**config.mk**
```make
export PLATFORM = sky130hd
export DESIGN_NAME = accu_group
export DESIGN_NICKNAME = d
export VERILOG_FILES = /design/src/rtl/accu_pkg.sv /design/src/rtl/accu_out_slot.sv /design/src/rtl/accu_group.sv
export SDC_FILE = /design/constraint.sdc
export NUM_CORES = 1
export LEC_CHECK = 0
export ABC_AREA = 0
export BUFFER_PORTS_ARGS = -buffer_cell sky130_fd_sc_hd__buf_2
export CAP_MARGIN = 40
export CORE_MARGIN = 3
export CORE_UTILIZATION = 45
export CTS_BUF_LIST = sky130_fd_sc_hd__clkbuf_8
export DETAILED_ROUTE_END_ITERATION = 6
export PLACE_DENSITY = 0.69
export SYNTH_ARGS = -nofsm -noshare
export SYNTH_HDL_FRONTEND = slang
export SYNTH_SLANG_ARGS = --single-unit
```
**constraint.sdc**
```tcl
create_clock -name clk -period 2.8 [get_ports clk]
set_clock_uncertainty 0.1 [all_clocks]
set_input_delay 0.28 -clock clk [delete_from_list [all_inputs] [get_ports clk]]
set_output_delay 0.28 -clock clk [all_outputs]
set_load 0.1 [all_outputs]
```
**src/rtl/accu_pkg.sv**
```systemverilog
// Shared constants and sizing helper for the group accumulator and its consumers.
package accu_pkg;

    localparam int ACCU_DATA_W  = 8;
    localparam int ACCU_GROUP_N = 4;

    // Full-precision sum width: a group of group_n max-value samples never overflows it.
    function automatic int sum_w(input int data_w, input int group_n);
        return data_w + $clog2(group_n);
    endfunction

endpackage

```
**src/rtl/accu_out_slot.sv**
```systemverilog
// Single-entry output register with valid/ready handshake and upstream ready derivation.
module accu_out_slot
    import accu_pkg::*;
#(
    parameter int SUM_W = 10,
    parameter int CNT_W = 3
) (
    input  logic             clk,
    input  logic             rst,
    input  logic             load,
    input  logic [SUM_W-1:0] load_data,
    input  logic [CNT_W-1:0] load_count,
    input  logic             ready_out,
    output logic             ready_in,
    output logic             valid_out,
    output logic [SUM_W-1:0] data_out,
    output logic [CNT_W-1:0] count_out
);

    // Handshake: a transfer happens on an edge where valid && ready are both high.
    // The slot can take a new result whenever it is empty or its result leaves on
    // the same edge, so consumption and the next load may coincide.
    assign ready_in = !valid_out || ready_out;

    always_ff @(posedge clk) begin
        if (rst) begin
            valid_out <= 1'b0;
            data_out  <= '0;
            count_out <= '0;
        end else if (load) begin
            valid_out <= 1'b1;
            data_out  <= load_data;
            count_out <= load_count;
        end else if (valid_out && ready_out) begin
            valid_out <= 1'b0;
        end
    end

endmodule

```
**src/rtl/accu_group.sv**
```systemverilog
// Serial accumulator: sums GROUP_N accepted samples (or a flushed partial group)
// and emits one result per group, optionally averaged for full groups.
module accu_group
    import accu_pkg::*;
#(
    parameter int DATA_W  = ACCU_DATA_W,
    parameter int GROUP_N = ACCU_GROUP_N
) (
    input  logic                              clk,
    input  logic                              rst,
    input  logic [DATA_W-1:0]                 data_in,
    input  logic                              valid_in,
    output logic                              ready_in,
    input  logic                              flush,
    input  logic                              avg_mode,
    output logic [sum_w(DATA_W, GROUP_N)-1:0] data_out,
    output logic [$clog2(GROUP_N):0]          count_out,
    output logic                              valid_out,
    input  logic                              ready_out
);

    localparam int LOG2_N = $clog2(GROUP_N);
    localparam int CNT_W  = LOG2_N + 1;
    localparam int SUM_W  = sum_w(DATA_W, GROUP_N);

    logic [SUM_W-1:0] acc;
    logic [CNT_W-1:0] cnt;

    logic             beat;
    logic             close;
    logic [CNT_W-1:0] samples;
    logic [SUM_W-1:0] total;
    logic [SUM_W-1:0] result;

    assign beat    = valid_in && ready_in;
    assign samples = cnt + {{(CNT_W-1){1'b0}}, beat};
    assign total   = acc + (beat ? {{(SUM_W-DATA_W){1'b0}}, data_in} : '0);

    // A flush that lands on the natural full-group beat yields one full group.
    assign close = (beat && cnt == CNT_W'(GROUP_N - 1))
                || (flush && ready_in && (cnt != '0 || beat));

    // Partial groups always report the raw sum; only full groups may be averaged.
    assign result = (avg_mode && samples == CNT_W'(GROUP_N)) ? (total >> LOG2_N) : total;

    always_ff @(posedge clk) begin
        if (rst) begin
            acc <= '0;
            cnt <= '0;
        end else if (close) begin
            acc <= '0;
            cnt <= '0;
        end else if (beat) begin
            acc <= total;
            cnt <= samples;
        end
    end

    accu_out_slot #(
        .SUM_W (SUM_W),
        .CNT_W (CNT_W)
    ) u_out_slot (
        .clk        (clk),
        .rst        (rst),
        .load       (close),
        .load_data  (result),
        .load_count (samples),
        .ready_out  (ready_out),
        .ready_in   (ready_in),
        .valid_out  (valid_out),
        .data_out   (data_out),
        .count_out  (count_out)
    );

endmodule

```
==> results.ini <==
[synth]
synthAdderAreaFrac_pct=8.84
synthesis.nets=221
syn-cell-area_mm2=0.00164
ys_types=45
synthXorXnorAreaFrac_pct=3.73
synth_mux_area_share_pct=5.49
synth.most_common_cell=dfxtp_1
netlist_instances=196
yosysTopAreaCellShare_pct=32.9
synthSimpleGateAreaFrac_pct=23.6
async_reset_ff_share_pct=0
synth_area_leaders=dfxtp_1 33%, ha_1 7.6%, nand2_1 5.7%, a21oi_1 5.5%, mux2i_1 5.5%
synth_top_family_by_area=simple AND/OR/NAND/NOR gates
synth-compound-area-share_pct=18.8
ys_ff_latch=27
synth_edf_count=0
ys.flop_type=dfxtp_1
syn_avg_cell_area_um2=8.38
yosysSeqAreaShare_pct=32.9
yosysTopAreaCell=dfxtp_1
synthTopCellsByCount=27 x dfxtp_1, 25 x nand2_1, 21 x nor2_1, 18 x a21oi_1, 10 x ha_1
ys_warn_count=0

[route]
firstDrtPassIters=4
dr_wl_met3_um=102
drt-initial-drc-count=86
num_vias=1436
drt-total-wl_um=3570
wl_met2_um=1610
top_layer=met4
vias_per_cell=5.38
drcViolationCount=0
wl_met1_um=1780
wl_per_cell_um=13.4
ant_nets=0

[sta]
fin_crit_sh_pct=90.3
worst_hold_slack_ns=0.210
relSlewSlack_pct=56.0
fin_crit_ns=2.53
drv_slew=0
finalSetupTns_ns=0
max_clock_freq_mhz=396
timing_hold_violations_final=0
rsz0062_at_grt=no
tightestPinTransition_ns=0.658
finalSetupViolCount=0

[critical_path]
worstSetupPathType=reg -> reg
end_kind=register
cpMaxStageDelayCell=dfxtp_4
cp_slowest_stage_delay_ns=0.36
crit_path_cell_trace=nand2b_4 > and3_1 > ha_1 > inv_1 > fa_2 > nor2b_4 > o31a_1 > o21ai_0 > xnor2_1 > mux2i_1 > a211oi_1
crit_fanout=12
required_ns=2.91
critPathArrivalTime_ns=2.63
critPathTopFamily=compound AO/OA/AOI/OAI gates
cp_num_cells=11
crit_path_start_kind=register
r2r_cells=11
path_buf_inv=1

[hold_path]
worst_hold_path.num_cells=3
hp-class=in -> reg

[floorplan]
core_area_mm2=0.00342
fp.dieW_um=66.4
die_area_mm2=0.00441
std_cell_rows=21
pin_count=29
die_y_um=66.4
initial_utilization_pct=48.1

[placed_design]
post_dp_cell_area_mm2=0.00180
gp_congestion=0.753
hpwl_um=2730
io_buffers=28

[power]
vdd_drop_max_mv=0.224
leakagePower_nw=0.826
power_density_mw_per_mm2=514

[clock_network]
htreeDepth=1
clk_pin_slew_ns=0.10
cts_made_buffers=3
holdBufCountCts=0
cts_setup_buffers=0
tritoncts=built
cts_sinks=27
insertion_delay_ns=0.27
postCtsResizedCells=0
cts_buffer_depth=2
cts_root_buf=clkbuf_8

[cells_and_area]
layout.nets=247
syn_to_final_growth_pct=12.7
design_area_mm2=0.00185
diodes=0
layout-drive-gt1-share_pct=20.8

[status]
status=finished, final reports clean

[grt]
grt_use_total_pct=17.3
antenna_found_initial=0
grt_pass1_wl_um=5930
grt_overflow_total=0
grt_pass1_vias=1332
grt_max_degree=21

[run]
maxCapViolations=0

worst register-to-register path, delay by kind of cell, from the launching register on:
kind                     cells  cell delay [ns]
AO/OA/AOI/OAI                3             0.82
adder cells (fa/ha/maj)      2             0.43
flip-flops                   1             0.36
AND/OR/NAND/NOR              3             0.35
XOR/XNOR                     1             0.20
multiplexers                 1             0.11
buffers and inverters        1             0.08
routing by layer:
metal	up-vias	global-route usage, %
met5	-	0
met4	0	6.35
met3	7	3.23
met2	19	27.4
met1	662	23.3
li1	748	-
flip-flops by register name, summed over array words and instances, names as in the netlist:
register	cells
u_out_slot.data_out	10
u_out_slot.valid_out	1
acc	10
cnt	3
u_out_slot.count_out	3
through the flow:
step | utilization (%) | worst slack (ns) | power, mW | cells
6_report | 54.2 | 0.273 | 0.951 | 267
5_1_grt | 54.2 | 0.0821 | 1.00 | 267
4_1_cts | 54.2 | 0.262 | 0.961 | 267
3_5_place_dp | 52.8 | 0.150 | 0.731 | 263
3_3_place_gp | 52.8 | 0.218 | 0.730 | 263
2_1_floorplan | - | 0.0202 | 0.678 | 196
layout make-up:
type	count	area, um2
clock buffers	3	41.3
clock inverters	1	6.26
fillers	335	1570
inverters	6	22.5
multi-input cells	152	1010
flip-flops and latches	27	544
well taps	46	57.6
repair buffers	32	170
cell families (layout without fill, tap and decap cells):
kind of cell,after synthesis,count (layout)
compound gates,47,47
xor+xnor,7,7
fa+ha+maj,11,11
buf+inv,17,42
flops,27,27
mux,9,9
simple gates,78,78
cell usage in the layout (no fill, tap or decap), drive strengths merged, types with 3 or more instances in the layout:
master,count
ha,10
a21oi,19
o211ai,3
and3,8
nand2,25
inv,7
a211oi,7
xnor2,3
nand2b,3
nor3,4
nand3,4
nor2,21
dfxtp,27
clkbuf,3
o21ai,7
xor2,4
mux2i,9
buf,32
path summary, 6_finish.rpt:
check	from	to	slack, ns
min	flush	u_out_slot.valid_out	0.21
max reg2reg	u_out_slot.valid_out	u_out_slot.data_out[6]	0.27
max	u_out_slot.valid_out	u_out_slot.data_out[6]	0.27
min reg2reg	acc[7]	acc[7]	0.36
power breakdown:
group          internal [mW]  leakage (nW)  switching (mW)  total, mW
Clock                  0.102        0.0260           0.127      0.229
Combinational         0.0813         0.579           0.222      0.303
Sequential             0.407         0.221          0.0123      0.419
Total                  0.590         0.826           0.361      0.951
No activity file was read; power rests on OpenSTA's default activity.
